$ cat src/rtl/ysyx_22050078_lsu_mem_ctrl.sv
// LSU memory controller: one outstanding load/store on a req/gnt/rvalid bus.
// Aligns stores into byte lanes and formats load results.
module ysyx_22050078_lsu_mem_ctrl #(
  parameter int CPU_WIDTH = 64,
  parameter int MASKW     = 8
) (
  input  logic                 i_clk,
  input  logic                 i_rst_n,
  input  logic                 i_lsu_valid,
  input  logic [CPU_WIDTH-1:0] i_lsu_exres,
  input  logic [CPU_WIDTH-1:0] i_lsu_sdata,
  input  logic                 i_lsu_lden,
  input  logic                 i_lsu_sten,
  input  logic [2:0]           i_lsu_func,
  output logic [CPU_WIDTH-1:0] o_lsu_lsres,
  output logic                 o_lsu_stall,
  output logic                 o_lsu_err,
  output logic                 o_mem_req,
  output logic                 o_mem_wen,
  output logic [CPU_WIDTH-1:0] o_mem_addr,
  output logic [CPU_WIDTH-1:0] o_mem_wdata,
  output logic [MASKW-1:0]     o_mem_wmask,
  input  logic                 i_mem_gnt,
  input  logic                 i_mem_rvalid,
  input  logic [CPU_WIDTH-1:0] i_mem_rdata
);

  typedef enum logic [1:0] {
    IDLE, REQ, WAIT, DONE
  } state_t;

  state_t               state;
  logic [CPU_WIDTH-1:0] addr_q;
  logic [2:0]           off_q;
  logic [2:0]           func_q;
  logic                 wen_q;
  logic [CPU_WIDTH-1:0] wdata_q;
  logic [MASKW-1:0]     wmask_q;
  logic [CPU_WIDTH-1:0] res_q;

  logic [2:0]           off;
  logic                 aligned;
  logic                 legal;
  logic                 single;
  logic                 is_idle;
  logic                 start;
  logic [MASKW-1:0]     bmask;
  logic [MASKW-1:0]     smask;
  logic [CPU_WIDTH-1:0] sdat;
  logic [CPU_WIDTH-1:0] lane;
  logic [CPU_WIDTH-1:0] fmt;

  assign off = i_lsu_exres[2:0];

  always_comb begin
    aligned = 1'b1;
    bmask   = MASKW'(8'h01);
    unique case (i_lsu_func[1:0])
      2'd0: begin
        aligned = 1'b1;
        bmask   = MASKW'(8'h01);
      end
      2'd1: begin
        aligned = ~off[0];
        bmask   = MASKW'(8'h03);
      end
      2'd2: begin
        aligned = (off[1:0] == 2'b00);
        bmask   = MASKW'(8'h0F);
      end
      default: begin
        aligned = (off == 3'b000);
        bmask   = MASKW'(8'hFF);
      end
    endcase
  end

  assign legal   = i_lsu_lden ? (i_lsu_func != 3'd7)
                              : ~i_lsu_func[2];
  assign single  = i_lsu_lden ^ i_lsu_sten;
  assign is_idle = (state == IDLE);
  assign start   = is_idle & i_lsu_valid & single
                 & aligned & legal;

  assign o_lsu_err = is_idle & i_lsu_valid
                   & ((i_lsu_lden & i_lsu_sten)
                   | (single & ~(aligned & legal)));

  assign smask = bmask << off;
  assign sdat  = i_lsu_sdata << {off, 3'b000};

  // load formatting works on the latched offset/func only
  assign lane = i_mem_rdata >> {off_q, 3'b000};

  always_comb begin
    fmt = '0;
    unique case (func_q)
      3'd0: fmt = {{(CPU_WIDTH-8){lane[7]}}, lane[7:0]};
      3'd1: fmt = {{(CPU_WIDTH-16){lane[15]}}, lane[15:0]};
      3'd2: fmt = {{(CPU_WIDTH-32){lane[31]}}, lane[31:0]};
      3'd3: fmt = lane;
      3'd4: fmt = {{(CPU_WIDTH-8){1'b0}}, lane[7:0]};
      3'd5: fmt = {{(CPU_WIDTH-16){1'b0}}, lane[15:0]};
      3'd6: fmt = {{(CPU_WIDTH-32){1'b0}}, lane[31:0]};
      default: fmt = '0;
    endcase
  end

  always_ff @(posedge i_clk or negedge i_rst_n) begin
    if (!i_rst_n) begin
      state   <= IDLE;
      addr_q  <= '0;
      off_q   <= '0;
      func_q  <= '0;
      wen_q   <= 1'b0;
      wdata_q <= '0;
      wmask_q <= '0;
      res_q   <= '0;
    end else begin
      unique case (state)
        IDLE: begin
          if (start) begin
            state   <= REQ;
            addr_q  <= {i_lsu_exres[CPU_WIDTH-1:3], 3'b000};
            off_q   <= off;
            func_q  <= i_lsu_func;
            wen_q   <= i_lsu_sten;
            wdata_q <= i_lsu_sten ? sdat : '0;
            wmask_q <= i_lsu_sten ? smask : '0;
          end
        end
        REQ: begin
          if (i_mem_gnt) state <= WAIT;
        end
        WAIT: begin
          if (i_mem_rvalid) begin
            state <= DONE;
            res_q <= wen_q ? '0 : fmt;
          end
        end
        default: state <= IDLE;
      endcase
    end
  end

  assign o_mem_req   = (state == REQ);
  assign o_mem_wen   = o_mem_req & wen_q;
  assign o_mem_addr  = o_mem_req ? addr_q : '0;
  assign o_mem_wdata = o_mem_req ? wdata_q : '0;
  assign o_mem_wmask = o_mem_req ? wmask_q : '0;
  assign o_lsu_stall = start | o_mem_req | (state == WAIT);
  assign o_lsu_lsres = (state == DONE) ? res_q : '0;

endmodule

$ cat config.mk
export PLATFORM = sky130hd
export DESIGN_NAME = ysyx_22050078_lsu_mem_ctrl
export DESIGN_NICKNAME = d
export VERILOG_FILES = /design/src/rtl/ysyx_22050078_lsu_mem_ctrl.sv
export SDC_FILE = /design/constraint.sdc
export NUM_CORES = 1
export LEC_CHECK = 0
export BUFFER_PORTS_ARGS = -buffer_cell sky130_fd_sc_hd__buf_2
export CELL_PAD_IN_SITES_DETAIL_PLACEMENT = 1
export CELL_PAD_IN_SITES_GLOBAL_PLACEMENT = 1
export CORE_MARGIN = 2
export CORE_UTILIZATION = 39
export DETAILED_ROUTE_END_ITERATION = 12
export PLACE_DENSITY_LB_ADDON = 0.1
export SYNTH_ARGS = -nofsm -noshare
export SYNTH_HDL_FRONTEND = slang
export SYNTH_SLANG_ARGS = --single-unit
$ cat constraint.sdc
create_clock -name i_clk -period 2.5 [get_ports i_clk]
set_clock_uncertainty 0.15 [all_clocks]
set_input_delay 0.375 -clock i_clk [delete_from_list [all_inputs] [get_ports i_clk]]
set_output_delay 0.375 -clock i_clk [all_outputs]
set_load 0.05 [all_outputs]
==> implementation parameters, run 1 <==
Parameter                              Value

Placement
  Pre-CTS setup slack    approximately 170 ps
  Number of buffer cells added on primary ports    around 400
  Placed instance count    between 2000 and 2500
  Placed instance area    15790 µm²
  Routability congestion estimate from global placement    0.9034
  Post-DP HPWL    approximately 34000 µm

Final layout
  Area growth syn-to-layout    37.57%
  Most common cell after layout, fill and taps aside    buf_2
  Most used cells in the layout excluding fill and tap cells    buf_2 (320), dfrtp_1 (204), and2_1 (138), mux2i_1 (124), mux2_2 (85)
  Cell area after layout    ~18000 µm²
  Final nets    between 1500 and 2000
  Share of layout cells above drive strength 1    0.4174
  Non-filler instance count after layout    between 2000 and 2500

Clock tree
  Num CTS Buffers    24
  Longest Clk Path Bufs    3
  Worst-skew pair later-pin latency    around 520 ps
  Total number of clock tree sinks    slightly above 200
  Root Buffer    clkbuf_16
  Clock transition time at the flip-flop clock pins of the worst setup and hold paths    about 60 ps
  Clock tree from TritonCTS    yes
  H-tree level count    1

Power and ir drop
  P_int    around 0.010 W
  Sequential power share    0.310
  Total power per unit cell area    about 1000 nW/µm²
  Design Power    0.01786 W
  Worst VDD drop    approximately 670 µV
  Static Leak    8.529 nW
  Switching power    between 0.007 and 0.008 W
  Clock Power Share    0.206
  Combinational share of power    0.484
  Fraction of power spent switching nets    0.4175

Timing
  Shortest clock period the worst path allows after layout    ~2400 ps
  Relative slew margins    0.3908
  Number of hold violations in the final report    0
  Final-report setup violation count    0
  Actual transition at the worst max-transition pin    slightly above 900 ps
  Max Freq    about 400 MHz
  Minimum setup slack in the final design    65.40 ps
  Portion of the clock cycle consumed by the worst path in the final layout    0.9738
  Unrepaired setup endpoints after global routing    true
  Number of slew-limit violations in the final report    0

Synthesis
  Share of flip-flops with an asynchronous set or reset after synthesis    1.000
  Number of distinct library cells after synthesis    between 50 and 60
  Count of yosys warnings during synthesis    0
  Sequential-to-total area share from yosys stat    0.4043
  Cell area after synthesis    between 10000 and 15000 µm²
  Number of flops mapped to enable cells by yosys    0
  Register bit total from synthesis    206
  Share of Yosys cell area claimed by the top area cell type    0.4043
  Library cell with the largest summed area after synthesis    dfrtp_1
  Gate Count Post-Synth    1225
  Top post-synthesis cells by area    dfrtp_1 (40%), mux2i_1 (9.7%), and2_1 (9.7%), mux2_2 (7.5%), mux4_2 (3.5%)
  Mean cell area of the mapped netlist    between 10 and 15 µm²
  Predominant post-synthesis flop cell    dfrtp_1

Global route
  Number of antenna violations at the first check in global routing    1
  Sum of overflow across all layers after global routing    0
  Tot GR Track Use    0.2769
  Pin count of the biggest net entering global routing    83
  Vias in the first global route    roughly 12000
  Wire length of the first global-routing pass    73390 µm

Worst setup path
  Setup crit start    state[0]
  Required time at the endpoint of the critical path    1980 ps
  Worst setup SP type    register
  Worst stage delay on the critical path    ~340 ps
  Crit path cell chain    buf_4 > ha_4 > buf_12 > and2_1 > buf_2
  Type of the worst setup path    reg -> out
  Top fanout value on the critical path    31
  CP Capture Type    primary output
  Slowest CP cell    dfrtp_1
  CP Data Arrival Time    1910 ps
  Worst reg2reg startpoint    state[1]

Die
  Total number of placement rows    66
  Die X    around 180 µm
  Core region area    roughly 32000 µm²
  Die area    approximately 34000 µm²
  Initial core utilization    0.3939
  Io pins    between 400 and 500
  Die Y-Extent    around 180 µm

Job
  Number of max-cap violations    0

Route
  Average vias per placed instance    ~5.5
  Count of TritonRoute iterations in the first routing pass    5
  Routed wire length    just under 50000 µm
  Starting DRT DRC Count    roughly 690
  Per-cell routed wire length    roughly 23 µm
  Antenna Nets Post-Route    0
  DRC viols    0
  Vias after detailed routing    roughly 12000

Outcome
  Outcome    finished, final reports clean

Worst hold path
  Path class of the lowest-slack min-delay path    in -> reg
  Worst hold path startpoint    i_lsu_sdata[4]
## final cells by class
cell class / instances / area (µm²)
multi-input combinational: 890 / 7096
timing repair buffer: 546 / 3884
sequential: 206 / 5157
antenna: 1 / 2.502
fill: 3571 / 14830
tap: 442 / 553.0
clock buffer: 36 / 706.9
inverter: 10 / 37.54
clock inverter: 6 / 105.1
## cell families after synthesis
| group | Yosys count | share of synthesized area |
|---|---|---|
| AOI/OAI and AO/OA | 218 | 0.1279 |
| adders and majority gates | 6 | 0.005887 |
| buffers and inverters | 131 | 0.05093 |
| DFF | 206 | 0.4043 |
| muxes | 247 | 0.2236 |
| other | 1 | 0.0002941 |
| and+or+nand+nor | 416 | 0.1871 |
## worst max-delay path, delay by kind of cell, from the launching register on
| family | cells | cell delay (ps) |
|---|---|---|
| fa+ha+maj | 1 | 240 |
| simple gates | 1 | 180 |
| flops | 1 | 340 |
| buf+inv | 3 | 610 |
## power groups by stage
| stage | Combinational, W | Clock, W | Sequential [W] |
|---|---|---|---|
| global placement | 0.00802 | 0 | 0.00551 |
| floorplan | 0.00601 | 0 | 0.00513 |
| finish | 0.00864 | 0.00368 | 0.00554 |
| detailed placement | 0.00821 | 0 | 0.00555 |
| global route | 0.00924 | 0.00388 | 0.00571 |
| CTS | 0.00841 | 0.00376 | 0.00551 |
## metal layers
metal | global-route usage | vias up | wire length [µm] | share of wire
met5 | 0 | - | 0 | 0
met4 | 0.07873 | 0 | 1463 | 0.030
li1 | - | 5378 | - | -
met2 | 0.4704 | 441 | 23670 | 0.48
met3 | 0.05132 | 72 | 3270 | 0.067
met1 | 0.3609 | 5952 | 20460 | 0.42
## synthesized netlist by cell type, drive strengths merged, types with 25 or more instances
master	n
mux2	103
and2	198
mux2i	124
o2bb2ai	40
clkbuf	55
buf	66
a22oi	27
o21ai	32
nand4	35
nand3	36
dfrtp	206
nand2	66
nand2b	25
## registers in the layout (all words and copies together), names as in the netlist
signal,count
addr_q,61
wmask_q,8
off_q,3
state,2
res_q,64
func_q,3
wen_q,1
wdata_q,64
## per-stage QoR
stage	setup TNS, ps	hold slack, ps	utilization
5_1_grt	-36.75	23.80	0.5418
3_5_place_dp	0	206.8	0.4877
2_1_floorplan	0	-70.59	-
6_report	0	12.77	0.5419
4_1_cts	0	2.403	0.5354
3_3_place_gp	0	189.3	0.4877
## path summary, 6_finish.rpt
check / endpoint / slack [ps] / depth (start not counted)
worst max-delay path: o_mem_wdata[9] / 70 / 5
worst min-delay path: wdata_q[4] / 10 / 3
worst max register to register: res_q[19] / 270 / 7
worst min register to register: addr_q[50] / 320 / 1
max in group asynchronous: wdata_q[24] / 1160 / 3
min in group asynchronous: addr_q[53] / 230 / 2
## what timing repair did
action / CTS / global route
gates cloned: 0 / 2
resized for setup: 21 / 62
hold endpoints to repair: 117 / 0
pin swaps: 2 / 0
setup buffers: 5 / 0
setup endpoints to repair: 124 / 142
hold buffers: 64 / 0
Note: power is estimated with default switching activity, not from simulation.
==> run 2, diff against run 1 <==
Settings changed: CORE_ASPECT_RATIO set to 0.9, GPL_ROUTABILITY_DRIVEN set to 0.
==> run 2 against run 1 <==
Compared with the run above:
- flip-flop and latch count is the same
- power grew 2.6%
- first-iteration DRC count shrank 13%
- non-clock buffer count shrank 15
- sequential share of layout area shrank 0.38 points
- worst hold slack gained 12 ps
- via count grew 0.34%
- critical endpoint is now o_mem_addr[33]
==> implementation parameters, run 2 (synthesized netlist as in run 1, its figures left out) <==
Parameter                              Value

Power and ir drop
  Sequential power share    0.306 (was 0.310)
  Fraction of power spent switching nets    0.4249 (was 0.4175)
  Worst VDD drop    727.0 µV (was 672.1 µV)
  Clock Power Share    0.202 (was 0.206)
  Combinational share of power    0.492 (was 0.484)
  Switching power    0.007790 W (was 0.007457 W)
  Static Leak    8.471 nW (was 8.529 nW)
  Total power per unit cell area    1031 nW/µm² (was 1018 nW/µm²)
  P_int    0.01054 W (was 0.01040 W)

Route
  Vias after detailed routing    11880 (was 11840)
  DR top layer    met5 (was met4)
  Routed met1 length    22180 µm (was 20460 µm)
  Count of TritonRoute iterations in the first routing pass    5 (unchanged)
  DRC viols    0 (unchanged)
  Routed wire length    51430 µm (was 48860 µm)
  Met2 layer wire length in the routed design    24150 µm (was 23670 µm)
  Average vias per placed instance    5.661 (was 5.542)
  Antenna Nets Post-Route    0 (unchanged)
  Met3 Wirelength    3982 µm (was 3270 µm)
  Starting DRT DRC Count    602 (was 693)
  Per-cell routed wire length    24.50 µm (was 22.87 µm)

Final layout
  Combined area of the multi-input logic cells    7112 µm² (was 7096 µm²)
  Most used cells in the layout excluding fill and tap cells    buf_2 (228), dfrtp_1 (204), and2_1 (136), mux2i_1 (124), buf_4 (110) (was buf_2 (320), dfrtp_1 (204), and2_1 (138), mux2i_1 (124), mux2_2 (85))
  Registers with the most flip-flops    res_q: 64 flops, wdata_q: 64 flops, addr_q: 61 flops (unchanged)
  Non-filler instance count after layout    2099 (was 2137)
  Reg area    5157 µm² (unchanged)
  Area growth syn-to-layout    39.40% (was 37.57%)
  Share of layout cells above drive strength 1    0.4144 (was 0.4174)
  Fill cell instance count of the final layout    3482 (was 3571)
  Most common cell after layout, fill and taps aside    buf_2 (unchanged)
  Final nets    1872 (was 1886)

Placement
  Placed instance count    1979 (was 2023)
  Pre-CTS setup slack    137.2 ps (was 170.0 ps)
  Number of buffer cells added on primary ports    402 (unchanged)
  Post-DP HPWL    34540 µm (was 33740 µm)

Worst setup path
  Reg-to-reg critical path endpoint    res_q[42] (was res_q[19])
  CP Data Arrival Time    1930 ps (was 1910 ps)
  Required time at the endpoint of the critical path    1980 ps (about the same)
  Worst setup SP type    register (unchanged)
  Reg2Reg Depth    7 (unchanged)
  Worst reg2reg startpoint    state[0] (was state[1])
  Type of the worst setup path    reg -> out (unchanged)
  Setup slack on the worst flop-to-flop path    160 ps (was 270 ps)
  CP Capture Type    primary output (unchanged)
  Top fanout value on the critical path    16 (was 31)

Worst hold path
  Path class of the lowest-slack min-delay path    in -> reg (unchanged)
  Worst hold path startpoint    i_lsu_sdata[1] (was i_lsu_sdata[4])
  Instance count along the most critical hold path    3 (unchanged)
  Hold Path End    wdata_q[1] (was wdata_q[4])

Clock tree
  Clock tree from TritonCTS    yes (unchanged)
  Worst-skew pair later-pin latency    520 ps (about the same)
  Longest Clk Path Bufs    3 (unchanged)
  H-tree level count    1 (unchanged)
  Num CTS Buffers    25 (was 24)
  Root Buffer    clkbuf_16 (unchanged)
  Total number of clock tree sinks    206 (unchanged)
  Clock transition time at the flip-flop clock pins of the worst setup and hold paths    60 ps (about the same)

Global route
  Pin count of the biggest net entering global routing    83 (unchanged)
  Sum of overflow across all layers after global routing    0 (unchanged)
  Vias in the first global route    12440 (was 12500)
  Tot GR Track Use    0.2858 (was 0.2769)
  Number of antenna violations at the first check in global routing    4 (was 1)
  Wire length of the first global-routing pass    75780 µm (was 73390 µm)

Timing
  Shortest clock period the worst path allows after layout    2457 ps (was 2435 ps)
  Actual transition at the worst max-transition pin    733.9 ps (was 909.9 ps)
  Unrepaired setup endpoints after global routing    true (unchanged)
  Number of hold violations in the final report    0 (unchanged)
  Setup TNS    0 ps (unchanged)
  Number of slew-limit violations in the final report    0 (unchanged)
  Final-report setup violation count    0 (unchanged)
  Max Freq    407.1 MHz (was 410.7 MHz)
  Portion of the clock cycle consumed by the worst path in the final layout    0.9827 (was 0.9738)
  Minimum setup slack in the final design    43.33 ps (was 65.40 ps)
  Relative slew margins    0.5086 (was 0.3908)

Outcome
  Outcome    finished, final reports clean (unchanged)

Die
  Core region area    32040 µm² (was 32370 µm²)
  Die area    34160 µm² (about the same)
  Initial core utilization    0.3980 (was 0.3939)
  Die Y-Extent    175.5 µm (was 184.8 µm)
  Total number of placement rows    62 (was 66)
  Die X    194.6 µm (was 184.8 µm)
  Io pins    406 (unchanged)

Job
  Number of max-cap violations    0 (unchanged)
## run 2: cell count changes in the layout (fill, tap and decap cells not counted), sizes merged
cell,previous run,this run
clkinvlp,0,2
buf,431,405
bufinv,3,2
clkbuf,87,101
clkinv,3,2
## run 2: critical path, stage by stage (launching register included)
cell and delay [ps]:
dfrtp_1 380, buf_6 140, ha_4 150, buf_12 150, buf_6 200, and2_1 170, buf_4 210
## run 2: cell type report
cell class              instances  area share
inverters                      10    0.002112
well taps                     416     0.02928
diodes                          1   0.0001408
repair buffers                531      0.2322
clock inverters                 6    0.004998
flip-flops and latches        206      0.2902
multi-input cells             890      0.4001
clock buffers                  39     0.04097
## run 2: metrics by stage
step | utilization | instance area [µm²] | power [W] | hold WS, ps
2_1_floorplan | - | 12840 | 0.01114 | -70.59
3_3_place_gp | 0.4843 | 15520 | 0.01346 | 186.3
3_5_place_dp | 0.4843 | 15520 | 0.01366 | 195.2
4_1_cts | 0.5385 | 17250 | 0.01773 | 3.524
5_1_grt | 0.5548 | 17770 | 0.01926 | 10.29
6_report | 0.5548 | 17770 | 0.01833 | 25.18
## run 2: power groups by stage
stage                     clock, W  combinational, W  sequential (W)
after floorplan                  0           0.00601         0.00513
after global placement           0           0.00794         0.00552
after detailed placement         0           0.00810         0.00556
after CTS                  0.00376           0.00844         0.00553
after global routing       0.00390           0.00959         0.00577
final                      0.00370           0.00902         0.00561
## run 2: what timing repair did
| action | CTS | global route |
|---|---|---|
| endpoints found under the hold margin | 114 | 0 |
| gates resized for setup | 98 | 152 |
| pin swaps | 1 | 2 |
| hold buffers | 64 | 0 |
| setup buffers | 2 | 2 |
| cloned | 0 | 6 |
| setup endpoints to repair | 139 | 178 |
## run 2: how the worst max path moves through the flow
stage | start | end | slack (ps) | depth (start not counted)
after floorplan | state[0] | o_lsu_stall | 30 | 8
after global placement | i_lsu_sten | addr_q[39] | 190 | 7
after detailed placement | i_lsu_sten | addr_q[54] | 140 | 7
after CTS | state[1] | o_lsu_stall | -50 | 7
after global routing | state[0] | o_mem_addr[33] | -40 | 6
final | state[0] | o_mem_addr[33] | 40 | 6
## run 2: per-layer routing
layer | GRT usage | up-vias
met5 | 0 | -
met4 | 0.06442 | 2
met3 | 0.06970 | 63
met2 | 0.4618 | 472
met1 | 0.3890 | 5985
li1 | - | 5361
